==> src/rtl/loopback_link_ctrl_pkg.sv <==
// rtl/loopback_link_ctrl_pkg.sv - shared types and lane constants for the loopback link controller
package loopback_pkg;

    localparam int CNT_W = 32;

    typedef enum logic [2:0] {
        ST_IDLE      = 3'd0,
        ST_WAIT_LOCK = 3'd1,
        ST_WAIT_DLY  = 3'd2,
        ST_WAIT_VTC  = 3'd3,
        ST_SETTLE    = 3'd4,
        ST_TRAIN     = 3'd5,
        ST_CHECK     = 3'd6
    } state_t;

    // pll_locked = {rx, tx, main}; dly_rdy/vtc_rdy = {rx bsc4..2, tx bsc4..3}
    localparam int PLL_LANES = 3;
    localparam int PLL_MAIN  = 0;
    localparam int PLL_TX    = 1;
    localparam int PLL_RX    = 2;
    localparam int RST_LANES = 2;
    localparam int BSC_LANES = 5;
    localparam int BSC_TX_LO = 0;
    localparam int BSC_RX_LO = 2;

    function automatic logic [CNT_W-1:0] sat_inc(input logic [CNT_W-1:0] v);
        return (&v) ? v : v + 1'b1;
    endfunction

endpackage

==> src/rtl/loopback_link_ctrl_if.sv <==
// rtl/loopback_link_ctrl_if.sv - HPIO bring-up, FIFO and status bundle for the loopback controller
interface loopback_link_ctrl_if;
    import loopback_pkg::*;

    logic [PLL_LANES-1:0] pll_locked;
    logic [RST_LANES-1:0] rst_seq_done;
    logic [BSC_LANES-1:0] dly_rdy;
    logic [BSC_LANES-1:0] vtc_rdy;
    logic                 en_vtc;
    logic [3:0]           fifo_empty;
    logic                 fifo_rd_en;
    logic                 fifo_rd_data_valid;
    logic [7:0]           rx_data;
    logic [7:0]           tx_data;
    logic                 link_up;
    logic [2:0]           align_offset;
    logic                 align_fail;
    logic [CNT_W-1:0]     err_cnt;
    logic [CNT_W-1:0]     word_cnt;
    logic [2:0]           state;

    modport master (
        output pll_locked, rst_seq_done, dly_rdy, vtc_rdy, fifo_empty, fifo_rd_data_valid, rx_data,
        input  en_vtc, fifo_rd_en, tx_data, link_up, align_offset, align_fail, err_cnt, word_cnt, state
    );

    modport slave (
        input  pll_locked, rst_seq_done, dly_rdy, vtc_rdy, fifo_empty, fifo_rd_data_valid, rx_data,
        output en_vtc, fifo_rd_en, tx_data, link_up, align_offset, align_fail, err_cnt, word_cnt, state
    );

endinterface

==> src/rtl/loopback_link_ctrl_word_aligner.sv <==
// rtl/loopback_link_ctrl_word_aligner.sv - 16-bit window, 8-way training compare, hit counter and offset latch
module word_aligner
    import loopback_pkg::*;
#(
    parameter logic [7:0] TRAIN_WORD = 8'h0F,
    parameter int         ALIGN_HITS = 16
) (
    input  logic       clk,
    input  logic       rst,
    input  logic       shift,
    input  logic       en,
    input  logic       clear,
    input  logic [7:0] rx_data,
    output logic       lock,
    output logic [2:0] offset,
    output logic [7:0] aligned
);

    localparam int HIT_W = $clog2(ALIGN_HITS + 1);

    logic [7:0]       rx_prev;
    logic [15:0]      window;
    logic [HIT_W-1:0] hit_cnt;
    logic [HIT_W-1:0] hit_nxt;
    logic [2:0]       hit_k;
    logic [2:0]       match_k;
    logic             match;

    assign window  = {rx_prev, rx_data};
    assign aligned = window[offset +: 8];

    // descending scan so the lowest matching offset wins
    always_comb begin
        match   = 1'b0;
        match_k = '0;
        for (int k = 7; k >= 0; k--) begin
            if (window[k +: 8] == TRAIN_WORD) begin
                match   = 1'b1;
                match_k = 3'(k);
            end
        end
        if (!match)
            hit_nxt = '0;
        else if (hit_cnt != '0 && match_k == hit_k)
            hit_nxt = hit_cnt + 1'b1;
        else
            hit_nxt = HIT_W'(1);
    end

    assign lock = en && match && (hit_nxt == HIT_W'(ALIGN_HITS));

    always_ff @(posedge clk or posedge rst) begin
        if (rst) begin
            rx_prev <= '0;
            hit_cnt <= '0;
            hit_k   <= '0;
            offset  <= '0;
        end else begin
            if (shift)
                rx_prev <= rx_data;
            if (clear) begin
                hit_cnt <= '0;
            end else if (en) begin
                hit_cnt <= hit_nxt;
                hit_k   <= match_k;
            end
            if (lock)
                offset <= match_k;
        end
    end

endmodule

==> src/rtl/loopback_link_ctrl.sv <==
// rtl/loopback_link_ctrl.sv - HPIO loopback bring-up FSM, counter pattern source and RX pattern checker
module loopback_link_ctrl
    import loopback_pkg::*;
#(
    parameter logic [7:0] TRAIN_WORD    = 8'h0F,
    parameter int         ALIGN_HITS    = 16,
    parameter int         ERR_LIMIT     = 4,
    parameter int         SETTLE_CYCLES = 64,
    parameter int         TRAIN_TIMEOUT = 4096
) (
    input  logic clk,
    input  logic rst,
    loopback_link_ctrl_if.slave link
);

    localparam int SET_W   = $clog2(SETTLE_CYCLES);
    localparam int DWELL_W = $clog2(TRAIN_TIMEOUT);
    localparam int MIS_W   = $clog2(ERR_LIMIT + 1);

    state_t             state_q;
    state_t             state_d;
    logic [SET_W-1:0]   settle_cnt;
    logic [DWELL_W-1:0] dwell_cnt;
    logic [MIS_W-1:0]   mism_cnt;
    logic [7:0]         expected;
    logic [7:0]         aligned;
    logic               seeded;
    logic               pll_ok;
    logic               dly_ok;
    logic               vtc_ok;
    logic               timeout;
    logic               lock;
    logic               chk_en;
    logic               mismatch;
    logic               drop;

    assign pll_ok = link.pll_locked[PLL_MAIN] & link.pll_locked[PLL_TX] & link.pll_locked[PLL_RX];
    assign dly_ok = (&link.dly_rdy[BSC_RX_LO-1:BSC_TX_LO]) & (&link.dly_rdy[BSC_LANES-1:BSC_RX_LO]);
    assign vtc_ok = (&link.vtc_rdy[BSC_RX_LO-1:BSC_TX_LO]) & (&link.vtc_rdy[BSC_LANES-1:BSC_RX_LO]);

    assign timeout  = (state_q == ST_TRAIN) && pll_ok && (dwell_cnt == DWELL_W'(TRAIN_TIMEOUT - 1));
    assign chk_en   = (state_q == ST_CHECK) && pll_ok && link.fifo_rd_data_valid;
    assign mismatch = aligned != expected;
    assign drop     = chk_en && seeded && mismatch && (mism_cnt == MIS_W'(ERR_LIMIT - 1));

    word_aligner #(
        .TRAIN_WORD (TRAIN_WORD),
        .ALIGN_HITS (ALIGN_HITS)
    ) u_aligner (
        .clk     (clk),
        .rst     (rst),
        .shift   (link.fifo_rd_data_valid && (state_q == ST_TRAIN || state_q == ST_CHECK)),
        .en      (link.fifo_rd_data_valid && pll_ok && state_q == ST_TRAIN),
        .clear   (state_q != ST_TRAIN || timeout),
        .rx_data (link.rx_data),
        .lock    (lock),
        .offset  (link.align_offset),
        .aligned (aligned)
    );

    always_comb begin
        state_d = state_q;
        case (state_q)
            ST_IDLE:      state_d = ST_WAIT_LOCK;
            ST_WAIT_LOCK: if (pll_ok && &link.rst_seq_done) state_d = ST_WAIT_DLY;
            ST_WAIT_DLY:  if (dly_ok) state_d = ST_WAIT_VTC;
            ST_WAIT_VTC:  if (vtc_ok) state_d = ST_SETTLE;
            ST_SETTLE:    if (settle_cnt == SET_W'(SETTLE_CYCLES - 1)) state_d = ST_TRAIN;
            ST_TRAIN:     if (lock) state_d = ST_CHECK;
            ST_CHECK:     if (drop) state_d = ST_TRAIN;
            default:      state_d = ST_IDLE;
        endcase
        // PLL loss overrides every other transition
        if (state_q inside {ST_WAIT_DLY, ST_WAIT_VTC, ST_SETTLE, ST_TRAIN, ST_CHECK} && !pll_ok)
            state_d = ST_WAIT_LOCK;
    end

    assign link.state = state_q;

    always_ff @(posedge clk or posedge rst) begin
        if (rst) begin
            state_q         <= ST_IDLE;
            link.en_vtc     <= 1'b0;
            link.fifo_rd_en <= 1'b0;
            link.link_up    <= 1'b0;
            link.tx_data    <= TRAIN_WORD;
            link.align_fail <= 1'b0;
            link.err_cnt    <= '0;
            link.word_cnt   <= '0;
            settle_cnt      <= '0;
            dwell_cnt       <= '0;
            mism_cnt        <= '0;
            expected        <= '0;
            seeded          <= 1'b0;
        end else begin
            state_q         <= state_d;
            link.en_vtc     <= state_d inside {ST_WAIT_VTC, ST_SETTLE, ST_TRAIN, ST_CHECK};
            link.fifo_rd_en <= (state_d inside {ST_TRAIN, ST_CHECK}) && !(|link.fifo_empty);
            link.link_up    <= state_d == ST_CHECK;

            if (state_d != ST_CHECK)
                link.tx_data <= TRAIN_WORD;
            else if (state_q != ST_CHECK)
                link.tx_data <= 8'h00;
            else
                link.tx_data <= link.tx_data + 8'd1;

            settle_cnt <= (state_q == ST_SETTLE) ? settle_cnt + 1'b1 : '0;

            if (state_q != ST_TRAIN || timeout)
                dwell_cnt <= '0;
            else
                dwell_cnt <= dwell_cnt + 1'b1;
            if (timeout)
                link.align_fail <= 1'b1;

            // first valid word in CHECK only seeds the expected counter
            if (state_q != ST_CHECK) begin
                seeded   <= 1'b0;
                mism_cnt <= '0;
            end else if (chk_en) begin
                if (!seeded) begin
                    seeded   <= 1'b1;
                    expected <= aligned + 8'd1;
                end else begin
                    link.word_cnt <= sat_inc(link.word_cnt);
                    if (mismatch) begin
                        link.err_cnt <= sat_inc(link.err_cnt);
                        mism_cnt     <= mism_cnt + 1'b1;
                        expected     <= aligned + 8'd1;
                    end else begin
                        mism_cnt <= '0;
                        expected <= expected + 8'd1;
                    end
                end
            end
        end
    end

endmodule

==> src/flat_wrapper.sv <==
// flat-port wrapper written by rule: the top's interface ports become plain ports
module loopback_link_ctrl_flat import loopback_pkg::*;
#(
    parameter logic [7:0] TRAIN_WORD    = 8'h0F,
    parameter int         ALIGN_HITS    = 16,
    parameter int         ERR_LIMIT     = 4,
    parameter int         SETTLE_CYCLES = 64,
    parameter int         TRAIN_TIMEOUT = 4096
)
  (clk, rst, link_pll_locked, link_rst_seq_done, link_dly_rdy, link_vtc_rdy, link_fifo_empty, link_fifo_rd_data_valid, link_rx_data, link_en_vtc, link_fifo_rd_en, link_tx_data, link_link_up, link_align_offset, link_align_fail, link_err_cnt, link_word_cnt, link_state);
  loopback_link_ctrl_if link_i ();
  input  logic clk;
  input  logic rst;
  input wire logic [$bits(link_i.pll_locked)-1:0] link_pll_locked;
  input wire logic [$bits(link_i.rst_seq_done)-1:0] link_rst_seq_done;
  input wire logic [$bits(link_i.dly_rdy)-1:0] link_dly_rdy;
  input wire logic [$bits(link_i.vtc_rdy)-1:0] link_vtc_rdy;
  input wire logic [$bits(link_i.fifo_empty)-1:0] link_fifo_empty;
  input wire logic [$bits(link_i.fifo_rd_data_valid)-1:0] link_fifo_rd_data_valid;
  input wire logic [$bits(link_i.rx_data)-1:0] link_rx_data;
  output wire logic [$bits(link_i.en_vtc)-1:0] link_en_vtc;
  output wire logic [$bits(link_i.fifo_rd_en)-1:0] link_fifo_rd_en;
  output wire logic [$bits(link_i.tx_data)-1:0] link_tx_data;
  output wire logic [$bits(link_i.link_up)-1:0] link_link_up;
  output wire logic [$bits(link_i.align_offset)-1:0] link_align_offset;
  output wire logic [$bits(link_i.align_fail)-1:0] link_align_fail;
  output wire logic [$bits(link_i.err_cnt)-1:0] link_err_cnt;
  output wire logic [$bits(link_i.word_cnt)-1:0] link_word_cnt;
  output wire logic [$bits(link_i.state)-1:0] link_state;
  assign link_i.pll_locked = link_pll_locked;
  assign link_i.rst_seq_done = link_rst_seq_done;
  assign link_i.dly_rdy = link_dly_rdy;
  assign link_i.vtc_rdy = link_vtc_rdy;
  assign link_i.fifo_empty = link_fifo_empty;
  assign link_i.fifo_rd_data_valid = link_fifo_rd_data_valid;
  assign link_i.rx_data = link_rx_data;
  assign link_en_vtc = link_i.en_vtc;
  assign link_fifo_rd_en = link_i.fifo_rd_en;
  assign link_tx_data = link_i.tx_data;
  assign link_link_up = link_i.link_up;
  assign link_align_offset = link_i.align_offset;
  assign link_align_fail = link_i.align_fail;
  assign link_err_cnt = link_i.err_cnt;
  assign link_word_cnt = link_i.word_cnt;
  assign link_state = link_i.state;
  loopback_link_ctrl #(.TRAIN_WORD(TRAIN_WORD), .ALIGN_HITS(ALIGN_HITS), .ERR_LIMIT(ERR_LIMIT), .SETTLE_CYCLES(SETTLE_CYCLES), .TRAIN_TIMEOUT(TRAIN_TIMEOUT)) u_core (.clk(clk), .rst(rst), .link(link_i));
endmodule
==> config.mk <==
export PLATFORM = sky130hd
export DESIGN_NAME = loopback_link_ctrl_flat
export DESIGN_NICKNAME = d
export VERILOG_FILES = /design/src/rtl/loopback_link_ctrl_pkg.sv /design/src/rtl/loopback_link_ctrl_if.sv /design/src/rtl/loopback_link_ctrl_word_aligner.sv /design/src/rtl/loopback_link_ctrl.sv /design/src/flat_wrapper.sv
export SDC_FILE = /design/constraint.sdc
export NUM_CORES = 1
export LEC_CHECK = 0
export BUFFER_PORTS_ARGS = -buffer_cell sky130_fd_sc_hd__buf_2
export CORE_UTILIZATION = 45
export CTS_CLUSTER_SIZE = 25
export DETAILED_ROUTE_END_ITERATION = 7
export GPL_TIMING_DRIVEN = 0
export PLACE_DENSITY = 0.76
export SLEW_MARGIN = 10
export SYNTH_ARGS = -nofsm -noshare
export SYNTH_HDL_FRONTEND = slang
export SYNTH_SLANG_ARGS = --single-unit
export TNS_END_PERCENT = 5
==> constraint.sdc <==
create_clock -name clk -period 8.6 [get_ports clk]
set_input_delay 1.29 -clock clk [delete_from_list [all_inputs] [get_ports clk]]
set_output_delay 1.29 -clock clk [all_outputs]
set_load 0.05 [all_outputs]
* Word-level counts from Yosys, hierarchy flattened
Cells that the tools add are included.
Storage, ports and cells: flip-flop bits (word level) 128, latch bits 0, RAM bits 0, bits in read-only memories 0, output and inout bits 82, memories 0
Cells by class: add/sub/neg operators 9, multipliers 0, divide/modulo/power cells 0, magnitude comparators 0, equal/unequal tests 27, shift operators 1, mux-type cells 40, bitwise operators 8, reduce and logical (&&, ||, !) cells 41
Operator list (number):
- $add A32 B1 Y32 const B | 2
- $eq A8 B4 Y1 const B | 8
- $reduce_and A32 Y1 | 2
- $mux W3 | 19
- $mux W8 | 4
- $add A8 B1 Y8 const B | 3
- $pmux W3 S7 | 1
- $mux W5 | 4
- $eq A3 B3 Y1 const B | 6
- $logic_and A1 B1 Y1 | 16
- $shiftx A16 B4 Y8 | 1
- $add A12 B1 Y12 const B | 1
- $eq A12 B12 Y1 const B | 1
- $eq A3 B2 Y1 const B | 4
- $mux W12 | 1
- $reduce_and A2 Y1 | 6
- $mux W1 | 10
- $reduce_bool A5 Y1 | 2
- $ne A3 B3 Y1 const B | 3
- $ne A8 B8 Y1 | 1
- $reduce_bool A2 Y1 | 4
- $add A6 B1 Y6 const B | 1
- $eq A6 B6 Y1 const B | 1
- $mux W6 | 1
- 15 further kinds | 24

* Depth between registers and ports, before layout
Gate-level depths: netlist (run 1).
depth after elaboration 21, mapped depth 10

* Modules after synthesis
Synthesis (run 1) repeated with hierarchy kept, for this count alone.
Unflattened totals: cell total of the unflattened synthesis 739, area, all modules 7185.6 µm²
By module, submodules not included:
- loopback_link_ctrl | instances 1, cells an instance 579, area each 5698.0 µm², sequential area each 2732.6 µm²
- word_aligner | instances 1, cells an instance 160, area each 1487.7 µm², sequential area each 450.4 µm²

* Worst setup path before layout (run 1)
No wires, ideal clock.
path kind input to register, start input port link_rx_data[6], end register u_core.expected[2], library setup time 0.141 ns, arrival 3.486 ns, required time 8.459 ns, path slack 4.973 ns, stages on the path 9, buffers on the path 1, cell sequence clkbuf_1 mux4_2 mux2_2 xnor2_1 nand2_1 nor4_4 nand2_1 o21a_1 a2bb2oi_1
On the way: word-level cells in the longest chain between the ends 4, elaborated cells on any way between the ends 5, classes of those cells add/sub: 1; eq/ne: 1; shift: 1; mux: 2
RTL lines:
- from (decl) | line flat_wrapper.sv:20 | input wire logic [$bits(link_i.rx_data)-1:0] link_rx_data;
- $shiftx A16 B4 Y8 (*) | line loopback_link_ctrl_word_aligner.sv:30 | assign aligned = window[offset +: 8];
- $add A8 B1 Y8 / $ne A8 B8 Y1 (equally long branches) | line loopback_link_ctrl.sv:124, loopback_link_ctrl.sv:130, loopback_link_ctrl.sv:43
- $mux W8 | line loopback_link_ctrl.sv:127 | if (mismatch) begin
- $mux W8 (*) | line loopback_link_ctrl.sv:122 | if (!seeded) begin
- to (signal assigned) | line loopback_link_ctrl.sv:124 | expected <= aligned + 8'd1;
- to (signal assigned) | line loopback_link_ctrl.sv:130 | expected <= aligned + 8'd1;
- to (signal assigned) | line loopback_link_ctrl.sv:133 | expected <= expected + 8'd1;
- to (decl) | line loopback_link_ctrl.sv:25 | logic [7:0] expected;
Every way passes the cells marked *; elsewhere a longest branch is shown, timed or not. A chain may end at the register's enable or synchronous reset.

* Worst setup path after layout (run 1)
start input port link_rx_data[6], end register u_core.link.fifo_rd_en
On the way: word-level cells in the longest chain between the ends 20, elaborated cells on any way between the ends 40, classes of those cells eq/ne: 12; shift: 1; mux: 20; reduce/logical: 7
RTL lines:
- $eq A8 B4 Y1 | line loopback_link_ctrl_word_aligner.sv:37 | if (window[k +: 8] == TRAIN_WORD) begin
- $mux W3 (7 in a row) | line loopback_link_ctrl_word_aligner.sv:37
- $eq A3 B3 Y1 | line loopback_link_ctrl_word_aligner.sv:44 | else if (hit_cnt != '0 && match_k == hit_k)
- $logic_and A1 B1 Y1 | line loopback_link_ctrl_word_aligner.sv:44
- $mux W5 | line loopback_link_ctrl_word_aligner.sv:44
- $mux W5 | line loopback_link_ctrl_word_aligner.sv:42 | if (!match)
- $eq A5 B5 Y1 | line loopback_link_ctrl_word_aligner.sv:50 | assign lock = en && match && (hit_nxt == HIT_W'(ALIGN_HITS));
- $logic_and A1 B1 Y1 | line loopback_link_ctrl_word_aligner.sv:50
- $mux W3 | line loopback_link_ctrl.sv:69 | ST_TRAIN: if (lock) state_d = ST_CHECK;
- $pmux W3 S7 (*) | line loopback_link_ctrl.sv:63 | case (state_q)
- $mux W3 (*) | line loopback_link_ctrl.sv:74 | if (state_q inside {ST_WAIT_DLY, ST_WAIT_VTC, ST_SETTLE, ST_TRAIN, ST_CHECK} && !pll_ok)
- via u_core.state_d[0] | line loopback_link_ctrl.sv:21 | state_t state_d;
- $eq A3 B3 Y1 | line loopback_link_ctrl.sv:98 | link.fifo_rd_en <= (state_d inside {ST_TRAIN, ST_CHECK}) && !(|link.fifo_empty);
- $reduce_bool A2 Y1 (*) | line loopback_link_ctrl.sv:98
- $logic_and A1 B1 Y1 (*) | line loopback_link_ctrl.sv:98
- to (signal assigned) | line loopback_link_ctrl.sv:98
- to (decl) | line loopback_link_ctrl_if.sv:29 | output en_vtc, fifo_rd_en, tx_data, link_up, align_offset, align_fail, err_cnt, word_cnt, state
Mark *: on every way through the listed nets, which the timed path passes. The rest lies on a longest branch.

==> results.md, run 1 <==
- Clk Latency, worst-skew pair: approximately 0.42 ns
- Die ar.: 15,800 um^2
- CTS tree: done
- Static leakage: 3.88 nW
- RSZ-0062 raised after global routing: false
- First-pass GRT wire length: around 26,000 um
- Combinational share of power: under 10%
- Crit path DAT: ~4.2 ns
- Area Overhead vs Synth: 20.5%
- Row count: between 40 and 50
- Power Total: between 0.001 and 0.0015 W
- Worst setup SP type: primary input
- Worst path required time: just under 9 ns
- Gr ovfl total: 0
- Synth area leaders: dfrtp_1 (45%), xnor2_1 (8.5%), nand3_1 (4.1%), xor2_1 (3.7%), nand2_1 (3.5%)
- Slew headroom: a little over two fifths
- Avg WL per Cell: ~15 um
- Initial core utilization: between 40 and 50%
- Number of global-route vias before repair: between 5,000 and 6,000
- Ys async rst share: 100%
- Clock Pin Slew Worst Setup and Hold Paths: about 0.06 ns
- Nets: between 800 and 900
- Clk sinks: about 130
- Clock share of power: between 50 and 60%
- Commonest cells post-synth: dfrtp_1 (123), xnor2_1 (67), nand2_1 (64)
- Syn Area/Cell: slightly above 10 um^2
- DRC viols: 0
- GR Util All Layers: a little over a fifth
- Synth Warn #: 0
- Fin crit share: a little under half
- TNS Setup: 0 ns
- Port-buffer cells: 111
- Hold Path End: u_core.link.word_cnt[5]
- Fin. Hold Viols: 0
- Largest net degree at the start of global routing: between 70 and 80
- Library cells used by synthesis: between 50 and 60
- DRT iter0 DRCs: 366
- Synth area leader: dfrtp_1
- Final setup violation count: 0
- H-tree levels: 4
- Setup Buffers After CTS: 0
- Status: completed
- Seq cells post-synth: around 130
- FF-to-FF setup slack: roughly 5.3 ns
- Critical Path Fanout Max: 10
- Net count after synthesis: between 700 and 800
- Slew @ Worst Pin: about 0.85 ns
- Core footprint: roughly 15,000 um^2
- Die Y: about 130 um
- CTS Buf Count: 17
- Die width: around 130 um
- Worst reg-to-reg path cell count: 9
- Post-DP HPWL: roughly 11,000 um
- Top FF cell, synth: dfrtp_1
- Ports: ~110
- Max-cap violations: 0
- Worst min path class: flip-flop to flip-flop
- Layout cells sized above 1: a little over a fifth
- PD cells: around 170 nW/um^2
- Fmax: 0.258 GHz
- Post-synthesis sequential area ratio: a little under half
- R2R Path End: u_core.link.fifo_rd_en
- Post-synth EDFFs: 0
- Drt first pass iters: 5
- Tmin final: approximately 3.9 ns
- Post-CTS Hold Fix Bufs: 0
- Top-count cell post-synth: dfrtp_1
- Int Pwr: around 0.0011 W
- Worst R2R Start: u_core.u_aligner.rx_prev[0]
- Routability cong.: around 0.87
- Antenna-violating nets left: 0
- Diode count: 0
- Switching pwr: around 0.00031 W
- Hold Path Stages: 1
- Fin. max-slew vios: 0
- Synth top area share: between 40% and 50%
- Synthesized area: 6900 um^2
- CTS Buffer Depth: 2
- Hold_sp: u_core.link.word_cnt[5]
- Post-CTS Resized: 0
- Sequential power share: between 40% and 50%
- Endpoint class of the critical path: flip-flop
- Peak VDD IR: about 130 uV
- Initial antenna violation count: 0
- Switch share: ~22%
- DR vias: about 5,600
- CTS root buf: clkbuf_16
- Gate Count Post-Synth: 686
- DR vias/cell: around 5.5
- Post-Route Skew: around 0.0075 ns
- Crit Path Category: primary input to flip-flop
- Final wirelength: about 16,000 um
==> through the flow <==
step	hold WS [ns]	setup WS, ns	cells	util, %	cell area, um^2
finish	0.486	4.72	1013	56.3	8310
CTS	0.492	4.76	1013	56.3	8310
detailed placement	0.477	4.33	982	52.3	7710
global placement	0.467	2.41	981	52.1	7680
global route	0.501	4.61	1013	56.3	8310
floorplan	0.454	3.93	686	-	6900
==> worst max-delay path: stages <==
cell and delay (ns):
buf_2 0.08, clkbuf_1 0.34, nor4bb_1 0.44, a22oi_1 0.12, o21ai_0 0.25, xor2_1 0.23
nor4_1 0.67, o21ai_0 0.25, o211a_1 0.29, o211a_1 0.22
==> per-layer routing <==
metal / up-vias / share of wire (%) / track usage (%)
li1: 2713 / - / -
met1: 2727 / 45 / 27.0
met2: 133 / 49 / 34.0
met3: 24 / 4.0 / 4.76
met4: 0 / 1.9 / 9.21
met5: - / 0 / 0
==> registers in the layout (all words and copies together), names as in the netlist, 3 cells and up <==
signal                    cells
u_core.u_aligner.hit_k        3
u_core.u_aligner.hit_cnt      5
u_core.u_aligner.offset       3
u_core.link.word_cnt         32
u_core.link.err_cnt          32
u_core.link.state             3
u_core.settle_cnt             6
u_core.expected               8
u_core.mism_cnt               3
u_core.dwell_cnt             12
u_core.u_aligner.rx_prev      7
u_core.link.tx_data           8
==> power groups by stage <==
stage / Sequential (W) / Clock, W / Combinational (W)
2_1_floorplan: 0.000620 / 0 / 0.0000454
3_3_place_gp: 0.000614 / 0 / 0.0000740
3_5_place_dp: 0.000615 / 0 / 0.0000768
4_1_cts: 0.000604 / 0.000747 / 0.0000771
5_1_grt: 0.000604 / 0.000776 / 0.0000861
6_report: 0.000604 / 0.000732 / 0.0000763
==> cells by family (layout without fill, tap and decap cells) <==
kind of cell / Yosys count / in the layout / share of synthesized area (%)
adder cells (fa/ha/maj): 11 / 11 / 2.00
XOR/XNOR: 96 / 96 / 12.2
multiplexers: 38 / 38 / 6.84
AND/OR/NAND/NOR: 304 / 304 / 23.5
flip-flops: 127 / 127 / 46.2
buffers and inverters: 36 / 179 / 2.14
AO/OA/AOI/OAI: 74 / 74 / 7.13
==> placed cells by master (no fill, tap or decap), drive strengths merged, types with 4 or more instances in the layout <==
cell type / netlist / final
a21oi: 15 / 15
a31oi: 5 / 5
and2: 9 / 9
and3: 30 / 30
and4: 8 / 8
buf: 7 / 119
clkbuf: 15 / 37
clkinv: 0 / 4
dfrtp: 123 / 123
dfstp: 4 / 4
ha: 11 / 11
inv: 14 / 15
mux2: 13 / 13
mux2i: 20 / 20
mux4: 5 / 5
nand2: 64 / 64
nand2b: 4 / 4
nand3: 57 / 57
nand4: 26 / 26
nor2: 52 / 52
nor2b: 5 / 5
nor3: 14 / 14
nor4: 7 / 7
nor4bb: 10 / 10
o21ai: 20 / 20
o22ai: 9 / 9
or2: 4 / 4
or3: 5 / 5
xnor2: 67 / 67
xor2: 29 / 29
==> worst max-delay path by stage <==
stage	end	start
global route	u_core.link.fifo_rd_en	link_rx_data[6]
finish	u_core.link.fifo_rd_en	link_rx_data[6]
global placement	u_core.settle_cnt[0]	rst
CTS	u_core.expected[2]	link_rx_data[6]
detailed placement	u_core.expected[2]	link_rx_data[6]
floorplan	u_core.dwell_cnt[0]	rst
==> area by class of cell <==
class	count	area (um^2)
clock buffers	22	464
repair buffers	112	583
plain buffers	22	95.1
flip-flops and latches	127	3180
fillers	1321	6440
multi-input cells	523	3570
clock inverters	9	134
inverters	14	57.6
well taps	184	230
Note: power is estimated with default switching activity, not from simulation.
==> run 2, diff against run 1 <==
--- a/config.mk
+++ b/config.mk
@@ -5,12 +5,13 @@
 export SDC_FILE = /design/constraint.sdc
 export NUM_CORES = 1
 export LEC_CHECK = 0
+export ABC_AREA = 1
 export BUFFER_PORTS_ARGS = -buffer_cell sky130_fd_sc_hd__buf_2
 export CORE_UTILIZATION = 45
 export CTS_CLUSTER_SIZE = 25
 export DETAILED_ROUTE_END_ITERATION = 7
 export GPL_TIMING_DRIVEN = 0
-export PLACE_DENSITY = 0.76
+export PLACE_DENSITY = 0.75
 export SLEW_MARGIN = 10
 export SYNTH_ARGS = -nofsm -noshare
 export SYNTH_HDL_FRONTEND = slang
==> constraint.sdc (replaced) <==
create_clock -name clk -period 3.6 [get_ports clk]
set_input_delay 0.54 -clock clk [delete_from_list [all_inputs] [get_ports clk]]
set_output_delay 0.54 -clock clk [all_outputs]
set_load 0.05 [all_outputs]
==> results.md, run 2 <==
- Buf/Inv on CP: 4 (was 2)
- Drt first pass iters: 5 (unchanged)
- Die Y: 130 um (was 126 um)
- Hold slack: 0.162 ns (was 0.486 ns)
- Die width: 130 um (was 126 um)
- Fmax: ~0.38 GHz
- Number of global-route vias before repair: 6,036 (was 5,388)
- Endpoint class of the critical path: flip-flop (unchanged)
- Die ar.: 16,900 um^2 (was 15,800 um^2)
- Library cells used by synthesis: 51 (was 57)
- PD cells: 409 nW/um^2 (was 170 nW/um^2)
- CP cell instances: inv_2 > nor2_4 > nand2_1 > buf_2 > nor2_4 > inv_2 > nor2_1 > nand3_2 > a21oi_2 > a21oi_4 > nand2_2 > clkinv_2 (was buf_2 > clkbuf_1 > nor4bb_1 > a22oi_1 > o21ai_0 > xor2_1 > nor4_1 > o21ai_0 > o211a_1 > o211a_1)
- Worst min path class: primary input to async pin (was flip-flop to flip-flop)
- Area of the multi-input gates: 3660 um^2 (was 3570 um^2)
- Clock Pin Slew Worst Setup and Hold Paths: 0.06 ns (about the same)
- Net count after synthesis: 976 (was 727)
- Worst setup SP type: flip-flop (was primary input)
- Max-cap violations: 0 (unchanged)
- Setup Buffers After CTS: 0 (unchanged)
- Combinational share of power: 11.9% (was 5.4%)
- Tmin final: approximately 2.6 ns
- Commonest cells post-synth: nand2_1 (206), dfrtp_1 (123), nor2_1 (121) (was dfrtp_1 (123), xnor2_1 (67), nand2_1 (64))
- CP delay by family, top: simple AND/OR/NAND/NOR gates (was compound AO/OA/AOI/OAI gates)
- Switch share: 27.0% (was 22.3%)
- Slew @ Worst Pin: 0.629 ns (was 0.848 ns)
- Final wirelength: 16,900 um (was 15,700 um)
- Synth area leader: dfrtp_1 (unchanged)
- Post-synth EDFFs: 0 (unchanged)
- Critical Path Fanout Max: 10 (unchanged)
- Sequential power share: 41.7% (was 42.8%)
- Int Pwr: 0.00266 W (was 0.00110 W)
- Fin. max-slew vios: 0 (unchanged)
- CTS root buf: clkbuf_16 (unchanged)
- DRT iter0 DRCs: 355 (was 366)
- CP max stage delay: 0.45 ns (was 0.67 ns)
- Routability cong.: 0.894 (was 0.867)
- Final setup violation count: 0 (unchanged)
- Slew headroom: 57.6% (was 43.0%)
- Post-Route Skew: 0.00961 ns (was 0.00750 ns)
- Fin cells: 1,298 (was 1,013)
- Antenna-violating nets left: 0 (unchanged)
- TNS Setup: 0 ns (unchanged)
- Core footprint: 15,900 um^2 (was 14,800 um^2)
- Top FF cell, synth: dfrtp_1 (unchanged)
- Synth top area share: 41.7% (was 44.6%)
- RSZ-0062 raised after global routing: false (unchanged)
- Fin. Hold Viols: 0 (unchanged)
- Layout cells sized above 1: 21.5% (was 22.0%)
- Most frequent cells in the layout: nand2_1 (206), dfrtp_1 (123), nor2_1 (121) (was dfrtp_1 (123), buf_2 (115), xnor2_1 (67))
- DRC viols: 0 (unchanged)
- Placed Area: 8310 um^2 (was 7710 um^2)
- CTS Buf Count: 17 (unchanged)
- DR vias/cell: 4.99 (was 5.53)
- Nets: 1,110 (was 858)
- Post-CTS Resized: 0 (unchanged)
- Syn Area/Cell: 7.90 um^2 (was 10.1 um^2)
- Ports: 112 (unchanged)
- Static leakage: 4.51 nW (was 3.88 nW)
- Initial core utilization: 46.4% (was 46.7%)
- CTS tree: done (unchanged)
- Post-CTS Hold Fix Bufs: 0 (unchanged)
- Synthesized area: 7390 um^2 (was 6900 um^2)
- Seq cells post-synth: 127 (unchanged)
- Top flop regs: u_core.link.err_cnt (32), u_core.link.word_cnt (32), u_core.dwell_cnt (12) (unchanged)
- CP max-delay cell: dfrtp_1 (was nor4_1)
- Avg WL per Cell: 13.1 um (was 15.5 um)
- Area Overhead vs Synth: 20.4% (was 20.5%)
- Placed insts: 1,266 (was 982)
- Clk Latency, worst-skew pair: 0.41 ns (was 0.42 ns)
- Worst path required time: 3.88 ns (was 8.90 ns)
- Clk sinks: 127 (unchanged)
- Row count: 46 (was 44)
- Finished Core Util: 55.8% (was 56.3%)
- Clock share of power: 46.4% (was 51.8%)
- Top-count cell post-synth: nand2_1 (was dfrtp_1)
- Diode count: 0 (unchanged)
- Synth area leaders: dfrtp_1 (42%), nand2_1 (10%), nor2_1 (6.1%), nand3_1 (6.0%), xor2_1 (5.6%) (was dfrtp_1 (45%), xnor2_1 (8.5%), nand3_1 (4.1%), xor2_1 (3.7%), nand2_1 (3.5%))
- Fin crit share: between 70% and 80%
- H-tree levels: 4 (unchanged)
- Initial antenna violation count: 0 (unchanged)
- Post-synthesis sequential area ratio: 43.1% (was 46.2%)
- Gr ovfl total: 0 (unchanged)
- Crit path DAT: 2.89 ns (was 4.18 ns)
- Crit Path Category: flip-flop to flip-flop (was primary input to flip-flop)
- Register Area: 3180 um^2 (unchanged)
- First-pass GRT wire length: 28,200 um (was 26,400 um)
- Largest net degree at the start of global routing: 36 (was 72)
- Peak VDD IR: 319 uV (was 127 uV)
- Gate Count Post-Synth: 935 (was 686)
- DR vias: 6,475 (was 5,597)
- # fillers: 1,513 (was 1,321)
- CTS Buffer Depth: 2 (unchanged)
- Post-route cell area: 8900 um^2 (was 8310 um^2)
- Most common cell after layout, fill and taps aside: nand2_1 (was dfrtp_1)
- Post-DP HPWL: 13,000 um (was 11,100 um)
- Ys async rst share: 100% (unchanged)
- Status: completed (unchanged)
- Synth Warn #: 0 (unchanged)
- Switching pwr: 0.000984 W (was 0.000315 W)
- Port-buffer cells: 111 (unchanged)
- GR Util All Layers: 21.3% (was 21.0%)
## run 2: cell types whose count changed after synthesis, moves of 18 or more
cell	before	now
xor2_1	29	47
nand2_1	64	206
and3_1	30	2
inv_1	14	96
mux2i_1	19	0
nand3_1	57	89
nor2_1	52	121
xnor2_1	67	25
## run 2: final timing paths
kind / start / to / slack (ns) / cells past startpoint
max: u_core.link.state[1] / u_core.link.link_up / 0.99 / 12
min: rst / u_core.link.err_cnt[5] / 0.16 / 2
max reg2reg: u_core.link.state[1] / u_core.link.link_up / 0.99 / 12
min reg2reg: u_core.link.align_fail / u_core.link.align_fail / 0.46 / 1
max in group asynchronous: rst / u_core.link.tx_data[1] / 2.44 / 5
min in group clk: link_fifo_empty[0] / u_core.link.fifo_rd_en / 0.41 / 4
## run 2: cell families (layout without fill, tap and decap cells)
group / count (synthesis) / after routing / synth area share [%]
muxes: 3 / 3 / 0.457
adders and majority gates: 11 / 11 / 1.86
buffers and inverters: 129 / 276 / 7.37
DFF: 127 / 127 / 43.1
and+or+nand+nor: 524 / 524 / 33.3
xor gates and xnor gates: 72 / 72 / 8.53
AOI/OAI and AO/OA: 69 / 69 / 5.44
## run 2: area by class of cell
class                           instances  share of cell area, %
Multi-Input combinational cell        679                   41.2
Sequential cell                       127                   35.8
Timing Repair Buffer                  115                   7.23
Clock buffer                           19                   5.09
Inverter                              115                   4.96
Tap cell                              216                   3.04
Clock inverter                         13                   1.55
Buffer                                 14                   1.20
## run 2: routing by layer
metal	global-route usage, %	wire [um]	part of all wire, %
met5	0	0	0
met1	27.9	7900	47
met4	6.43	180	1.1
met3	5.21	841	5.0
met2	34.7	8030	47
## run 2: through the flow
stage	power, W	setup slack, ns
2_1_floorplan	0.00185	1.12
6_report	0.00364	0.991
4_1_cts	0.00368	0.955
5_1_grt	0.00382	0.682
3_3_place_gp	0.00196	0.628
3_5_place_dp	0.00197	0.876
## run 2: power groups by stage
stage | clock (W) | combinational [W] | sequential (W)
5_1_grt | 0.00180 | 0.000494 | 0.00152
2_1_floorplan | 0 | 0.000273 | 0.00158
4_1_cts | 0.00173 | 0.000437 | 0.00152
3_5_place_dp | 0 | 0.000434 | 0.00154
3_3_place_gp | 0 | 0.000415 | 0.00154
6_report | 0.00169 | 0.000435 | 0.00152
